File: src/rtl/load_scoreboard.sv
// -----------------------------------------------------------------------------
// load_scoreboard
//
// Purpose:
//   Tracks destination registers of in-flight long-latency writers (loads,
//   multi-cycle ops) that the EX-stage forwarding network cannot cover. One
//   pending counter is kept per architectural register (x0 never tracked).
//   Decode reserves a slot when it issues a long-latency writer. Writeback
//   (done) and squash (kill) release slots. Fetch/decode are stalled while the
//   decoding instruction reads a pending register, or when its destination
//   counter is saturated.
//
// Ports:
//   clk            core clock, rising edge
//   rst            asynchronous active-low reset
//   issue_valid    decode holds a valid instruction
//   issue_long     decoding instruction is a long-latency writer
//   issue_rd       destination of the decoding instruction
//   use_rs1/2      decoding instruction reads rs1/rs2
//   Rs1_D/Rs2_D    source registers in decode
//   done_valid     long-latency result reaches writeback
//   done_rd        destination of the completing result
//   kill_valid     a reserved long-latency instruction is squashed
//   kill_rd        destination of the squashed instruction
//   StallF/StallD  hold PC / hold IF-ID (combinational)
//   FlushE         bubble into ID-EX (combinational)
//   busy_any       registered: some counter is non-zero
//   sb_err         sticky underflow/overflow flag
//   stall_cycles   saturating count of cycles with StallD=1
// -----------------------------------------------------------------------------
module load_scoreboard #(
   parameter int NREG   = 32,
   parameter int CNT_W  = 2,
   parameter int PERF_W = 16
) (
   input  logic              clk,
   input  logic              rst,
   input  logic              issue_valid,
   input  logic              issue_long,
   input  logic [4:0]        issue_rd,
   input  logic              use_rs1,
   input  logic              use_rs2,
   input  logic [4:0]        Rs1_D,
   input  logic [4:0]        Rs2_D,
   input  logic              done_valid,
   input  logic [4:0]        done_rd,
   input  logic              kill_valid,
   input  logic [4:0]        kill_rd,
   output logic              StallF,
   output logic              StallD,
   output logic              FlushE,
   output logic              busy_any,
   output logic              sb_err,
   output logic [PERF_W-1:0] stall_cycles
);

   localparam logic [CNT_W-1:0]  CNT_ZERO = {CNT_W{1'b0}};
   localparam logic [CNT_W-1:0]  CNT_ONE  = CNT_W'(1'b1);
   localparam logic [CNT_W-1:0]  CNT_MAX  = {CNT_W{1'b1}};
   localparam logic [PERF_W-1:0] PERF_MAX = {PERF_W{1'b1}};

   logic [CNT_W-1:0]  cnt_q [NREG];
   logic [CNT_W-1:0]  cnt_d [NREG];
   logic              busy_any_q;
   logic              busy_any_d;
   logic              sb_err_q;
   logic              sb_err_d;
   logic [PERF_W-1:0] stall_cycles_q;
   logic [PERF_W-1:0] stall_cycles_d;

   logic              rs1_hit;
   logic              rs2_hit;
   logic              sat_hit;
   logic              stall;
   logic              inc_en;
   logic              done_en;
   logic              kill_en;
   logic              err_now;

   // Per-register scratch values used inside the counter update loop
   logic              up_s;
   logic [1:0]        dn_s;
   logic [CNT_W:0]    sum_s;
   logic [CNT_W:0]    dn_ext_s;
   logic [CNT_W:0]    diff_s;

   // Hazard detection: source hits, saturation hit and the combined stall
   always_comb begin
      rs1_hit = 1'b0;
      rs2_hit = 1'b0;
      sat_hit = 1'b0;
      stall   = 1'b0;
      done_en = done_valid & (done_rd != 5'd0);
      kill_en = kill_valid & (kill_rd != 5'd0);
      if (rst) begin
         // A value that completes in writeback this cycle and is the last
         // outstanding write is forwarded from W, so it is not a hit.
         rs1_hit = use_rs1 & issue_valid & (Rs1_D != 5'd0) &
                   (cnt_q[Rs1_D] != CNT_ZERO) &
                   ~(done_valid & (done_rd == Rs1_D) & (cnt_q[Rs1_D] == CNT_ONE));
         rs2_hit = use_rs2 & issue_valid & (Rs2_D != 5'd0) &
                   (cnt_q[Rs2_D] != CNT_ZERO) &
                   ~(done_valid & (done_rd == Rs2_D) & (cnt_q[Rs2_D] == CNT_ONE));
         // A full counter only blocks issue when no release frees a slot now.
         sat_hit = issue_valid & issue_long & (issue_rd != 5'd0) &
                   (cnt_q[issue_rd] == CNT_MAX) &
                   ~((done_en & (done_rd == issue_rd)) |
                     (kill_en & (kill_rd == issue_rd)));
         stall   = rs1_hit | rs2_hit | sat_hit;
      end else begin
         stall   = 1'b0;
      end
      inc_en = issue_valid & issue_long & (issue_rd != 5'd0) & ~stall;
   end

   assign StallF = stall;
   assign StallD = stall;
   assign FlushE = stall;

   // Next-state counters: cnt + inc - decs with clamping and error detection
   always_comb begin
      err_now    = 1'b0;
      busy_any_d = 1'b0;
      up_s       = 1'b0;
      dn_s       = 2'd0;
      sum_s      = {(CNT_W+1){1'b0}};
      dn_ext_s   = {(CNT_W+1){1'b0}};
      diff_s     = {(CNT_W+1){1'b0}};
      cnt_d[0]   = CNT_ZERO;
      for (int r = 1; r < NREG; r++) begin
         up_s     = inc_en & (issue_rd == 5'(r));
         dn_s     = {1'b0, done_en & (done_rd == 5'(r))} +
                    {1'b0, kill_en & (kill_rd == 5'(r))};
         sum_s    = {1'b0, cnt_q[r]} + {{CNT_W{1'b0}}, up_s};
         dn_ext_s = (CNT_W+1)'(dn_s);
         diff_s   = sum_s - dn_ext_s;
         if (dn_ext_s > sum_s) begin
            cnt_d[r] = CNT_ZERO;
            err_now  = 1'b1;
         end else if (diff_s > {1'b0, CNT_MAX}) begin
            cnt_d[r] = CNT_MAX;
            err_now  = 1'b1;
         end else begin
            cnt_d[r] = diff_s[CNT_W-1:0];
         end
         busy_any_d = busy_any_d | (cnt_d[r] != CNT_ZERO);
      end
   end

   // Sticky error and saturating stall-cycle counter next state
   always_comb begin
      sb_err_d = sb_err_q | err_now;
      if (stall && (stall_cycles_q != PERF_MAX)) begin
         stall_cycles_d = stall_cycles_q + PERF_W'(1'b1);
      end else begin
         stall_cycles_d = stall_cycles_q;
      end
   end

   // State registers with asynchronous active-low clear
   always_ff @(posedge clk or negedge rst) begin
      if (!rst) begin
         for (int r = 0; r < NREG; r++) begin
            cnt_q[r] <= CNT_ZERO;
         end
         busy_any_q     <= 1'b0;
         sb_err_q       <= 1'b0;
         stall_cycles_q <= {PERF_W{1'b0}};
      end else begin
         for (int r = 0; r < NREG; r++) begin
            cnt_q[r] <= cnt_d[r];
         end
         busy_any_q     <= busy_any_d;
         sb_err_q       <= sb_err_d;
         stall_cycles_q <= stall_cycles_d;
      end
   end

   assign busy_any     = busy_any_q;
   assign sb_err       = sb_err_q;
   assign stall_cycles = stall_cycles_q;

endmodule

File: config.mk
export PLATFORM = sky130hd
export DESIGN_NAME = load_scoreboard
export DESIGN_NICKNAME = d
export VERILOG_FILES = /design/src/rtl/load_scoreboard.sv
export SDC_FILE = /design/constraint.sdc
export NUM_CORES = 1
export LEC_CHECK = 0
export BUFFER_PORTS_ARGS = -buffer_cell sky130_fd_sc_hd__buf_4
export CAP_MARGIN = 20
export CORE_MARGIN = 4
export CORE_UTILIZATION = 40
export CTS_CLUSTER_DIAMETER = 120
export DETAILED_ROUTE_END_ITERATION = 12
export GPL_TIMING_DRIVEN = 0
export PLACE_DENSITY = 0.6
export SYNTH_ARGS = -nofsm -noshare
export SYNTH_HDL_FRONTEND = slang
export SYNTH_SLANG_ARGS = --single-unit
File: constraint.sdc
create_clock -name clk -period 8.3 [get_ports clk]
set_input_delay 1.245 -clock clk [delete_from_list [all_inputs] [get_ports clk]]
set_output_delay 1.245 -clock clk [all_outputs]
set_load 0.01 [all_outputs]
Word-level counts from Yosys, hierarchy flattened
Index checks and enable logic that the tools add are counted.
{"block": "classes", "n_addsub": 94, "order_cmp": 65, "n_eq_ne": 101, "n_mux": 134, "n_bitwise": 155, "n_reduce_logical": 39}
{"op": "$eq A5 B5 Y1 const B", "count": 48}
{"op": "$mux W2", "count": 68}
{"op": "$eq A5 B4 Y1 const B", "count": 24}
{"op": "$and A1 B1 Y1", "count": 114}
{"op": "$add A2 B1 Y3", "count": 31}
{"op": "$gt A2 B3 Y1", "count": 31}
{"op": "$gt A3 B2 Y1 const B", "count": 31}
{"op": "$sub A3 B2 Y3", "count": 31}
{"op": "$reduce_bool A2 Y1", "count": 33}
{"op": "$mux W1", "count": 63}
{"op": "$add A1 B1 Y2", "count": 31}
{"op": "$eq A5 B3 Y1 const B", "count": 12}
{"op": "$or A1 B1 Y1", "count": 34}
{"op": "$bmux W2 S5", "count": 3}
{"op": "$eq A5 B2 Y1 const B", "count": 6}
{"op": "$reduce_bool A5 Y1", "count": 5}
{"op": "$eq A5 B5 Y1", "count": 4}
{"op": "$ge A6 B6 Y1 const B", "count": 3}
{"op": "$not A5 Y6", "count": 3}
{"op": "$add A16 B1 Y16 const B", "count": 1}
{"op": "$ne A16 B16 Y1 const B", "count": 1}
{"op": "$eq A5 B1 Y1 const B", "count": 3}
{"op": "$eq A2 B1 Y1 const B", "count": 2}
{"op": "$not A1 Y1", "count": 4}
{"op": "2 further kinds", "count": 2}
{"block": "totals", "register_bits": 80, "input_bits": 33, "out_inout_bits": 21, "elab_cells": 622}

Logic depth before layout (Yosys ltp)
{"block": "depth", "depth_word": 80, "ltp_mapped": 23}

Least setup slack after synthesis
OpenSTA, ideal clock, no wires.
{"block": "synth_path", "kind": "input-to-reg", "from": "in Rs1_D[2]", "to": "reg sb_err_q (netlist: sb_err)", "setup_ns": 0.146, "arrival_time_ns": 5.697, "required_ns": 8.154, "path_slack_ns": 2.457, "stages": 20, "path_cell_list": "buf_2 buf_2 mux4_2 a211oi_1 a211oi_1 o22ai_1 nand4_1 and4b_4 o21ai_2 buf_2 nor3_1 ha_1 ha_1 inv_1 fa_1 xor2_1 nor4_1 nand4_1 or4_1 or4b_2"}
{"block": "synth_between", "elab_chain_len": 80, "elab_cells_between_ends": 237}
{"element": "start: declaration", "line_no": "43", "rtl": "input logic [4:0] Rs1_D,"}
{"element": "$not A5 Y6 (implied by the code)", "line_no": "99, 100"}
{"element": "$bmux W2 S5", "line_no": "99, 100"}
{"element": "$mux W2 (implied by the code) (2 in a row)", "line_no": "99, 100"}
{"element": "$eq A2 B1 Y1", "line_no": "100", "rtl": "~(done_valid & (done_rd == Rs1_D) & (cnt_q[Rs1_D] == CNT_ONE));"}
{"element": "$and A1 B1 Y1", "line_no": "100"}
{"element": "$not A1 Y1", "line_no": "100"}
{"element": "$and A1 B1 Y1 *", "line_no": "99", "rtl": "(cnt_q[Rs1_D] != CNT_ZERO) &"}
{"element": "$or A1 B1 Y1 * (2 in a row)", "line_no": "109", "rtl": "stall = rs1_hit | rs2_hit | sat_hit;"}
{"element": "[63 not listed]"}
{"element": "$mux W1", "line_no": "140", "rtl": "end else if (diff_s > {1'b0, CNT_MAX}) begin"}
{"element": "$mux W1", "line_no": "137", "rtl": "if (dn_ext_s > sum_s) begin"}
{"element": "$mux W1", "line_no": "140"}
{"element": "$mux W1", "line_no": "137"}
{"element": "$mux W1", "line_no": "140"}
{"element": "$mux W1 *", "line_no": "137"}
{"element": "$or A1 B1 Y1 *", "line_no": "152", "rtl": "sb_err_d = sb_err_q | err_now;"}
{"element": "named net sb_err_d", "line_no": "67", "rtl": "logic sb_err_d;"}
{"element": "end signal: assignment", "line_no": "174", "rtl": "sb_err_q <= sb_err_d;"}
{"element": "end: declaration", "line_no": "66", "rtl": "logic sb_err_q;"}
Mark *: on every way through the listed nets, which the timed path passes. The rest lies on a longest branch. The select of a mux whose other input is x is not followed.
A chain may end at the register's enable or synchronous reset.

Worst setup path in the final report
Same ends and word-level chain as after synthesis.

==> flow_metrics.env <==
export IMPL_status="finished clean"
export IMPL_cts_buffers=9
export IMPL_gr_total_overflow=0
export IMPL_ant_nets=0
export IMPL_synth_seq_cells=80
export IMPL_end_kind="register"
export IMPL_antenna_found_initial=0
export IMPL_grt_pass1_vias=8858
export IMPL_yosysTopAreaCellShare_pct=20.0
export IMPL_grt_total_usage_pct=25.8
export IMPL_max_vdd_ir_drop_v=0.0000973
export IMPL_areaGrowthSynthToFinish_pct=10.4
export IMPL_path_cells="buf_2 -> buf_2 -> mux4_2 -> a211oi_1 -> a211oi_1 -> o22ai_1 -> nand4_1 -> and4b_4 -> o21ai_2 -> buf_2 -> nor3_1 -> ha_1 -> ha_1 -> inv_1 -> fa_1 -> xor2_1 -> nor4_1 -> nand4_1 -> or4_1 -> or4b_2"
export IMPL_ys_async_sr_fraction_pct=100
export IMPL_crit_path_start_kind="input pin"
export IMPL_worstMarginPinSlew_ns=0.895
export IMPL_final_area_sq_mm=0.0110
export IMPL_yosysWarningCount=0
export IMPL_clk_pin_slew_ns=0.07
export IMPL_cts_num_sinks=80
export IMPL_gp_congestion=1.02
export IMPL_min_path_cells=1
export IMPL_cp_max_fo=10
export IMPL_rsz0062_at_grt="false"
export IMPL_ys_types=64
export IMPL_grt_max_degree=57
export IMPL_p_per_area_mw_per_mm2=245
export IMPL_p_leak_nw=4.94
export IMPL_syn_inst=1089
export IMPL_cpPeakStageDelay_ns=0.65
export IMPL_syn_area_per_cell_sq_um=9.18
export IMPL_dr_first_iter_drc_count=981
export IMPL_start_util_pct=40.9
export IMPL_fin_skew_ns=0.00967
export IMPL_cp_data_arrival_time_ns=7.38
export IMPL_pin_count=54
export IMPL_ctsHoldBuffers=0
export IMPL_drc=0
export IMPL_htree_levels=3
export IMPL_timing_final_hold_violations=0
export IMPL_seq_area_frac_synth_pct=20.0
export IMPL_placed_area_sq_mm=0.0107
export IMPL_drt_wl_total_microns=35700
export IMPL_clkLatencyLatePin_ns=0.36
export IMPL_coreArea_sq_mm=0.0245
export IMPL_layout_commonest_cell="inv_1"
export IMPL_cts_buffer_depth=2
export IMPL_synth_flop_cell="dfrtp_1"
export IMPL_critical_path_most_common_cell="buf_2"
export IMPL_yosysTopAreaCell="dfrtp_1"
export IMPL_crit_type="input pin to register"
export IMPL_synth_edf_count=0
export IMPL_ys_top_cells_by_area="dfrtp_1 (20%), ha_1 (16%), fa_1 (12%)"
export IMPL_port_buffers=39
export IMPL_drv_cap=0
export IMPL_tns_ns=0
export IMPL_antennaDiodeCount=0
export IMPL_worstPathRequired_ns=8.51
export IMPL_final_nets=1360
export IMPL_fp_dieW_microns=166
export IMPL_synth_nets=1309
export IMPL_layout_drive_gt1_share_pct=10.7
export IMPL_drv_slew=0
export IMPL_synth_area_sq_mm=0.00999
export IMPL_rows=57
export IMPL_layout_common_cells="inv_1 (129), ha_1 (125), nor2_1 (89)"
export IMPL_dieArea_sq_mm=0.0276
export IMPL_via_count=8914
export IMPL_min_path_type="register to register"
export IMPL_root_buffer="clkbuf_16"
export IMPL_min_period_ns=7.16
export IMPL_worst_path_max_delay_cell="nor4_1"
export IMPL_fmax_mhz=140
export IMPL_slew_headroom_pct=40.3
export IMPL_fin_crit_sh_pct=86.3
export IMPL_post_cts_repair_setup_buffers=0
export IMPL_dr_pass1_iters=6
export IMPL_fp_dieH_microns=166
export IMPL_cts_resized=0
export IMPL_cts_tree="done"
export IMPL_hpwl_microns=29600
export IMPL_avgViaCountPerCell=6.07
export IMPL_wire_per_inst_microns=24.3
export IMPL_setup_viol=0
export IMPL_rr_worst_depth=19
export IMPL_grt_pass1_wl_microns=54700
logic make-up (layout without fill, tap and decap cells):
kind of cell | after synthesis | count (layout) | share of synthesized area (%)
simple gates | 332 | 332 | 17.1
mux | 42 | 42 | 7.68
flops | 80 | 80 | 20.0
compound gates | 213 | 213 | 14.6
buf+inv | 173 | 229 | 6.95
xor+xnor | 62 | 62 | 5.58
fa+ha+maj | 187 | 187 | 28.1
worst paths after layout:
kind / from / endpoint / slack (ns)
worst max-delay path: Rs1_D[2] / sb_err / 1.14
worst min-delay path: stall_cycles[7] / stall_cycles[7] / 0.49
worst max register to register: cnt_q[23] / sb_err / 1.83
worst min register to register: stall_cycles[7] / stall_cycles[7] / 0.49
max in group asynchronous: rst / cnt_q[14] / 6.80
min in group asynchronous: rst / cnt_q[25] / 0.84
registers in the layout, indices dropped and copies added (netlist names):
register,count
stall_cycles,16
busy_any,1
sb_err,1
cnt_q,62
routing by layer:
metal	track usage [%]	routed length (microns)
met1	34.9	14800
met2	39.6	15700
met3	6.59	3660
met4	10.1	1540
met5	0	0
synth_stat cells (all sizes together) (2+ instances only):
| cell type | number |
|---|---|
| nand2b | 18 |
| o32ai | 2 |
| inv | 129 |
| o31a | 21 |
| or4 | 5 |
| o2111ai | 3 |
| o21ai | 35 |
| a221oi | 23 |
| o21a | 11 |
| nor4b | 2 |
| mux2 | 7 |
| a21o | 30 |
| or3 | 2 |
| nor4 | 25 |
| clkinv | 3 |
| a211oi | 5 |
| a2111oi | 2 |
| and3 | 7 |
| a211o | 2 |
| xnor2 | 42 |
| mux4 | 27 |
| nand2 | 49 |
| nand4 | 22 |
| fa | 62 |
| nand3b | 6 |
| a21oi | 54 |
| a31oi | 6 |
| nor2 | 89 |
| o211ai | 4 |
| o31ai | 7 |
| clkbuf | 18 |
| and2 | 4 |
| xor2 | 20 |
| or2 | 3 |
| dfrtp | 80 |
| mux2i | 8 |
| nor2b | 16 |
| a22oi | 3 |
| nor3 | 36 |
| ha | 125 |
| nand4b | 4 |
| buf | 23 |
| nand3 | 37 |
| and3b | 2 |
worst max-delay path: cells and delay by family:
kind                       cells  cell delay, ns
adders and majority gates      3            1.01
muxes                          1            0.40
buffers and inverters          4            1.04
AOI/OAI and AO/OA              4            1.00
and+or+nand+nor                7            2.49
xor gates and xnor gates       1            0.17
per-stage QoR:
stage | setup slack, ns | instances | hold WS [ns] | util [%] | power, mW
CTS | 1.29 | 1469 | 0.498 | 45.1 | 2.67
global placement | 0.937 | 1452 | 0.490 | 43.7 | 2.19
finish | 1.14 | 1469 | 0.489 | 45.1 | 2.70
global route | 0.947 | 1469 | 0.516 | 45.1 | 2.89
detailed placement | 0.918 | 1453 | 0.486 | 43.8 | 2.21
floorplan | 2.46 | 1089 | 0.518 | - | 1.68
final cells by class:
class                   count  area, sq um
plain buffers              41          199
inverters                 132          495
fillers                  2397        13400
well taps                 324          405
clock buffers              11          233
flip-flops and latches     80         2000
clock inverters             5         81.3
repair buffers             40          320
multi-input cells         836         7300
where the power goes:
group | switching, mW | internal, mW
combinational | 0.827 | 0.627
sequential | 0.269 | 0.529
clock | 0.183 | 0.264
total | 1.28 | 1.42
(Power assumes the default switching activity.)
